==> src/rtl/id_retire_arbiter.sv <==
// rtl/id_retire_arbiter.sv - round-robin arbiter for the shared writeback/retire port
module id_retire_arbiter #(
    parameter int NUM_UNITS = 4,
    parameter int ID_W      = 3,
    parameter int DATA_W    = 32
) (
    input  logic                        clk,
    input  logic                        rst,
    input  logic [NUM_UNITS-1:0]        unit_valid,
    input  logic [NUM_UNITS*ID_W-1:0]   unit_id,
    input  logic [NUM_UNITS*5-1:0]      unit_rd_addr,
    input  logic [NUM_UNITS*DATA_W-1:0] unit_data,
    output logic [NUM_UNITS-1:0]        unit_ack,
    input  logic                        retire_hold,
    output logic                        retired,
    output logic [ID_W-1:0]             ids_retiring,
    output logic [4:0]                  retired_rd_addr,
    output logic                        retired_we,
    output logic [DATA_W-1:0]           retired_data,
    output logic [15:0]                 retired_total
);

    localparam int PTR_W = (NUM_UNITS > 1) ? $clog2(NUM_UNITS) : 1;

    logic [PTR_W-1:0]       rr_ptr;
    logic [PTR_W-1:0]       offset;
    logic [PTR_W-1:0]       grant_idx;
    logic [PTR_W-1:0]       next_ptr;
    logic [PTR_W:0]         idx_sum;
    logic [2*NUM_UNITS-1:0] valid_dbl;
    logic [NUM_UNITS-1:0]   valid_rot;
    logic                   grant_any;
    logic [ID_W-1:0]        sel_id;
    logic [4:0]             sel_rd;
    logic [DATA_W-1:0]      sel_data;

    // Rotate the request vector so bit 0 is the unit at rr_ptr, then take the
    // lowest set bit; the offset is mapped back to an absolute unit index.
    always_comb begin
        valid_dbl = {unit_valid, unit_valid};
        valid_rot = valid_dbl[rr_ptr +: NUM_UNITS];
        offset    = '0;
        for (int i = NUM_UNITS - 1; i >= 0; i--) begin
            if (valid_rot[i]) begin
                offset = PTR_W'(i);
            end
        end
        idx_sum = {1'b0, rr_ptr} + {1'b0, offset};
        if (idx_sum >= (PTR_W+1)'(NUM_UNITS)) begin
            idx_sum = idx_sum - (PTR_W+1)'(NUM_UNITS);
        end
        grant_idx = idx_sum[PTR_W-1:0];
        grant_any = rst && !retire_hold && (|unit_valid);
        unit_ack  = '0;
        if (grant_any) begin
            unit_ack[grant_idx] = 1'b1;
        end
        if (grant_idx == PTR_W'(NUM_UNITS - 1)) begin
            next_ptr = '0;
        end else begin
            next_ptr = grant_idx + PTR_W'(1);
        end
    end

    always_comb begin
        sel_id   = unit_id[grant_idx*ID_W +: ID_W];
        sel_rd   = unit_rd_addr[grant_idx*5 +: 5];
        sel_data = unit_data[grant_idx*DATA_W +: DATA_W];
    end

    always_ff @(posedge clk) begin
        if (!rst) begin
            rr_ptr          <= '0;
            retired         <= 1'b0;
            retired_we      <= 1'b0;
            ids_retiring    <= '0;
            retired_rd_addr <= '0;
            retired_data    <= '0;
            retired_total   <= '0;
        end else begin
            retired    <= grant_any;
            // A retire to x0 still frees its ID but must not write the file.
            retired_we <= grant_any && (sel_rd != 5'd0);
            if (grant_any) begin
                rr_ptr          <= next_ptr;
                ids_retiring    <= sel_id;
                retired_rd_addr <= sel_rd;
                retired_data    <= sel_data;
            end
            if (retired) begin
                retired_total <= retired_total + 16'd1;
            end
        end
    end

endmodule

==> config.mk <==
export PLATFORM = sky130hd
export DESIGN_NAME = id_retire_arbiter
export DESIGN_NICKNAME = d
export VERILOG_FILES = /design/src/rtl/id_retire_arbiter.sv
export SDC_FILE = /design/constraint.sdc
export NUM_CORES = 1
export LEC_CHECK = 0
export ABC_AREA = 1
export ABC_CLOCK_PERIOD_IN_PS = 5500
export CORE_MARGIN = 8
export CORE_UTILIZATION = 39
export DETAILED_ROUTE_END_ITERATION = 6
export PLACE_DENSITY = 0.85
export SETUP_SLACK_MARGIN = 0.1
export SLEW_MARGIN = 30
export SYNTH_ARGS = -nofsm -noshare
export SYNTH_HDL_FRONTEND = slang
export SYNTH_SLANG_ARGS = --single-unit
==> constraint.sdc <==
create_clock -name clk -period 5.5 [get_ports clk]
set_input_delay 1.65 -clock clk [delete_from_list [all_inputs] [get_ports clk]]
set_output_delay 1.65 -clock clk [all_outputs]
set_load 0.02 [all_outputs]
## After elaboration in Yosys (flattened, before gate mapping)

Index checks and enable logic that the tools add are counted.

| word-level totals | value |
|---|---|
| register bits after elaboration | 60 |
| input port bits | 167 |
| output and inout port bits | 62 |
| word-level logic and storage cells | 37 |

| cells by class | value |
|---|---|
| add/sub/neg operators | 4 |
| $mul | 2 |
| $lt $le $gt $ge | 3 |
| eq/ne operators | 1 |
| shift-type cells | 4 |
| muxes and demuxes | 9 |
| reductions and logical operators | 7 |

Operators by type and width:

| cell | count |
|---|---|
| 128-bit by 8-bit variable part select with 32-bit output | 1 |
| 20-bit by 6-bit variable part select with 5-bit output | 1 |
| 16-bit by 1-bit adder with 16-bit output (second input constant) | 1 |
| 2-bit two-way mux | 6 |
| 12-bit by 5-bit variable part select with 3-bit output | 1 |
| 8-bit by 3-bit variable part select with 4-bit output | 1 |
| 2-bit by 3-bit multiplier with 5-bit output (second input constant) | 1 |
| 5-bit nonzero test | 1 |
| 1-bit logical AND | 4 |
| 2-bit by 2-bit multiplier with 4-bit output (second input constant) | 1 |
| 4-bit two-way mux | 1 |
| 4-bit OR reduction | 1 |
| 2-bit by 2-bit adder with 3-bit output | 1 |
| 3-bit >= comparator (second input constant) | 1 |
| 2-bit by 3-bit < comparator with 1-bit output (second input constant) | 1 |
| 2-bit by 1-bit adder with 2-bit output (second input constant) | 1 |
| 1-bit demux with 2-bit select | 1 |
| 2-bit equality test (second input constant) | 1 |
| 2-bit by 1-bit >= comparator with 1-bit output (second input constant) | 1 |
| 2-bit by 1-bit subtractor with 2-bit output (second input constant) | 1 |
| 1-bit logical NOT | 1 |
| 1-bit two-way mux | 1 |

## Logic depth before layout (Yosys ltp)

| depth | value |
|---|---|
| word-level depth | 13 |
| depth in mapped cells | 17 |
| mapped depth without buffers | 16 |

## Least setup slack after synthesis

Ideal clock, no wire load.

| timing | value |
|---|---|
| path type | input -> output |
| start | in unit_valid[1] |
| end | out unit_ack[0] |
| arrival time | 3.588 ns |
| data required time | 3.850 ns |
| slack | 0.262 ns |
| cell stages on the path | 13 |
| path buffers | 3 |
| cells stage by stage | nand2_1 -> nand3_1 -> nand2_1 -> nand3_1 -> a21boi_0 -> ha_1 -> buf_2 -> inv_1 -> buf_2 -> buf_1 -> ha_1 -> inv_1 -> nor2_1 |

| on the way | value |
|---|---|
| word-level cells in the longest chain between the ends | 13 |
| elaborated cells on any way between the ends | 17 |
| those cells by class | add/sub: 2; order compare: 3; shift: 1; mux: 8; reduce/logical: 3 |

RTL lines:

| what | line | source |
|---|---|---|
| start: declaration | 9 | `input logic [NUM_UNITS-1:0] unit_valid,` |
| 8-bit by 3-bit variable part select with 4-bit output | 41 | `valid_rot = valid_dbl[rr_ptr +: NUM_UNITS];` |
| 2-bit two-way mux (4 in a row) | 44 | `if (valid_rot[i]) begin` |
| 2-bit by 2-bit adder with 3-bit output | 48 | `idx_sum = {1'b0, rr_ptr} + {1'b0, offset};` |
| 3-bit >= comparator / 2-bit by 1-bit subtractor with 2-bit output (equally long branches) | 49, 50 |  |
| 2-bit two-way mux | 49 | `if (idx_sum >= (PTR_W+1)'(NUM_UNITS)) begin` |
| 2-bit by 3-bit < comparator with 1-bit output (implied by the code) / 2-bit by 1-bit >= comparator with 1-bit output (equally long branches) | 56 | `unit_ack[grant_idx] = 1'b1;` |
| 1-bit logical AND (implied by the code) | 56 |  |
| 1-bit two-way mux (implied by the code) | 56 |  |
| 1-bit demux with 2-bit select | 56 |  |
| 4-bit two-way mux (*) | 55 | `if (grant_any) begin` |
| end: declaration | 13 | `output logic [NUM_UNITS-1:0] unit_ack,` |

Mark *: on every way between the ends. The rest lies on a longest branch, timed or not.

## Final worst setup path

Ends and elaborated chain as after synthesis.

==> metrics.csv <==
metric;value;unit
outcome;complete, no violations;
power_switching_share;38.4;%
first_global_vias;4738;
drt_iter0_drc;293;
regArea;1200;um2
route.vias.total;4948;
insertion_delay;0.33;ns
fmax;197;MHz
largest_net_degree_at_the_start_of_global_routing;79;
finalCoreUtilization;64.8;%
syn2layout_area_growth;64.0;%
synth_warnings;0;
worst_hold_path_type;register to register;
gpl.final_weighted_congestion;0.793;
drv_cap;0;
most_frequent_standard_cell_in_the_layout_excluding_fill_and_tap_cells;sky130_fd_sc_hd__nand2_1;
path_max_fanout;5;
period_share;92.2;%
fin_worst_hold_slack;0.468;ns
mappedNetlistArea;4030;um2
rsz0062_at_grt;no;
setup_violators_final;0;
timing.final.max_slew_violations;0;
area_occupied_by_multi_input_gates;2410;um2
rows;37;
finalClockSkew;0.0153;ns
synth-seq-cells;60;
die_area;13800;um2
clock_tree.htree_level_count;3;
layout.cells.most_common_list;sky130_fd_sc_hd__nand2_1, sky130_fd_sc_hd__clkdlybuf4s50_1, sky130_fd_sc_hd__dfxtp_1;
die_height;118;um
wl;14800;um
drive_gt1_share;6.89;%
numPortBuffers;228;
avgRoutedWirePerCell;14.1;um
clk_pin_slew;0.08;ns
timing_worst_slew_pin_value;0.823;ns
design.final.nets;1082;
power_leakage;0.00313;uW
grt_util_all_layers;20.8;%
cts_made_buffers;9;
tritoncts;built;
antenna-diode-count;0;
worst_ir_drop_vdd;0.128;mV
finalHoldViolations;0;
drt_drc_violations_left;0;
maximum_number_of_buffers_from_clock_root_to_sink;2;
worstSetupEndpointType;primary output;
power.combinational.fraction;47.4;%
antenna_found_initial;0;
synthCells;698;
fillers;954;
core;10200;um2
critical_path_arrival;3.42;ns
worst_ep_required_time;3.85;ns
p_int;1120;uW
max_slew_margin;45.1;%
fin_crit;5.07;ns
grt_first_pass_wirelength;23700;um
dpl_cell_area;6380;um2
power.clock.fraction;24.3;%
top_ports;229;
finalInstanceArea;6600;um2
dp_hpwl;11600;um
clock-sinks;60;
drt.antenna.violating_nets;0;
die-width;118;um
cts_root_buffer;sky130_fd_sc_hd__clkbuf_8;
grt_overflow;0;
routed_via_density;4.71;
synthesis.nets;871;
worst_setup_path_start_kind;input port;
initial_utilization;39.5;%
switching_power;695;uW
postSynthAreaPerCell;5.77;um2
synth-seq-area-share;29.8;%
netlist-cell-type-count;29;
drt-pass1-iter-count;4;
power.sequential.fraction;28.3;%
path_class;input port to primary output;
powerDensity;274;nW/um2
## path summary, 6_finish.rpt
path,startpoint,end,slack (ns),cells past startpoint
worst min register to register,retired_total[15],retired_total[15],0.47,2
worst max-delay path,unit_valid[1],unit_ack[0],0.43,16
worst min-delay path,retired_total[15],retired_total[15],0.47,2
worst max register to register,rr_ptr[0],retired_we,2.66,13
## cells by family after synthesis
kind of cell               synth area share [%]
buffers and inverters                      10.5
xor gates and xnor gates                  0.435
adders and majority gates                  1.87
DFF                                        29.8
and+or+nand+nor                            40.5
AOI/OAI and AO/OA                          15.0
muxes                                      1.74
## synth_stat cells
library cell	count	area (um2)
sky130_fd_sc_hd__dfxtp_1	60	1200
sky130_fd_sc_hd__a21oi_1	26	130
sky130_fd_sc_hd__ha_1	6	75.1
sky130_fd_sc_hd__nand2_2	2	12.5
sky130_fd_sc_hd__nand2_1	359	1350
sky130_fd_sc_hd__nor3_4	1	16.3
sky130_fd_sc_hd__xor2_1	2	17.5
sky130_fd_sc_hd__nand3_1	19	95.1
sky130_fd_sc_hd__o21ai_0	29	145
sky130_fd_sc_hd__buf_1	4	15.0
sky130_fd_sc_hd__nor4_1	2	12.5
sky130_fd_sc_hd__nand3_2	1	10.0
sky130_fd_sc_hd__inv_2	5	18.8
sky130_fd_sc_hd__buf_6	3	33.8
sky130_fd_sc_hd__nand4_1	3	18.8
sky130_fd_sc_hd__o21ai_1	23	115
sky130_fd_sc_hd__nor3_1	6	30.0
sky130_fd_sc_hd__a21oi_2	20	175
sky130_fd_sc_hd__o21bai_1	1	7.51
sky130_fd_sc_hd__buf_2	9	45.0
sky130_fd_sc_hd__mux2i_1	7	70.1
sky130_fd_sc_hd__clkbuf_1	23	86.3
sky130_fd_sc_hd__o211a_1	1	10.0
sky130_fd_sc_hd__inv_1	60	225
sky130_fd_sc_hd__nor2_1	22	82.6
sky130_fd_sc_hd__a21boi_0	1	7.51
sky130_fd_sc_hd__a211oi_1	1	7.51
sky130_fd_sc_hd__and3_1	1	6.26
sky130_fd_sc_hd__o21a_1	1	7.51
## timing repair
action / CTS / global route
cloned: 0 / 0
hold buffers: 0 / 0
resized for setup: 18 / 6
pin swaps: 0 / 3
endpoints found under the setup margin: 4 / 4
setup buffers: 0 / 0
## registers in the layout (all words and copies together), names as in the netlist
name,flops
retired_rd_addr,5
retired_total,16
retired,1
retired_data,32
ids_retiring,3
retired_we,1
rr_ptr,2
## critical path: stages
cell and delay (ns):
sky130_fd_sc_hd__dlymetal6s2s_1 0.14, sky130_fd_sc_hd__nand2_1 0.10, sky130_fd_sc_hd__nand3_1 0.09, sky130_fd_sc_hd__nand2_1 0.10
sky130_fd_sc_hd__nand3_1 0.07, sky130_fd_sc_hd__a21boi_1 0.14, sky130_fd_sc_hd__ha_2 0.21, sky130_fd_sc_hd__xor2_2 0.20
sky130_fd_sc_hd__inv_2 0.05, sky130_fd_sc_hd__nand3_2 0.11, sky130_fd_sc_hd__nand2_4 0.08, sky130_fd_sc_hd__inv_1 0.08
sky130_fd_sc_hd__ha_1 0.14, sky130_fd_sc_hd__inv_1 0.04, sky130_fd_sc_hd__nor2_1 0.10, sky130_fd_sc_hd__buf_4 0.15
## layer usage
metal  track usage, %  up-vias  wire, um
met3             7.58       16      1330
met2             36.0      177      7240
met5                0        -         0
li1                 -     2579         -
met1             23.6     2176      6000
met4             6.00        0       244
## through the flow
step	setup WS (ns)	setup TNS, ns	instances	power [uW]
CTS	0.112	0	1050	1830
detailed placement	-0.430	-1.57	1034	1390
global route	0.267	0	1050	1940
finish	0.431	0	1050	1810
floorplan	0.262	0	698	1050
global placement	-0.333	-1.18	1034	1380
## power by group through the flow
stage               sequential [uW]  clock, uW  combinational (uW)
floorplan                       576          0                 473
CTS                             513        445                 867
detailed placement              522          0                 866
global placement                520          0                 857
global route                    519        471                 955
finish                          513        440                 858
## layout make-up
cell class,count,area share (%)
Timing Repair Buffer,239,35.7
Multi-Input combinational cell,534,36.6
Clock buffer,11,2.14
Tap cell,136,2.58
Inverter,65,3.70
Clock inverter,5,1.14
Sequential cell,60,18.2
(Power assumes the default switching activity.)
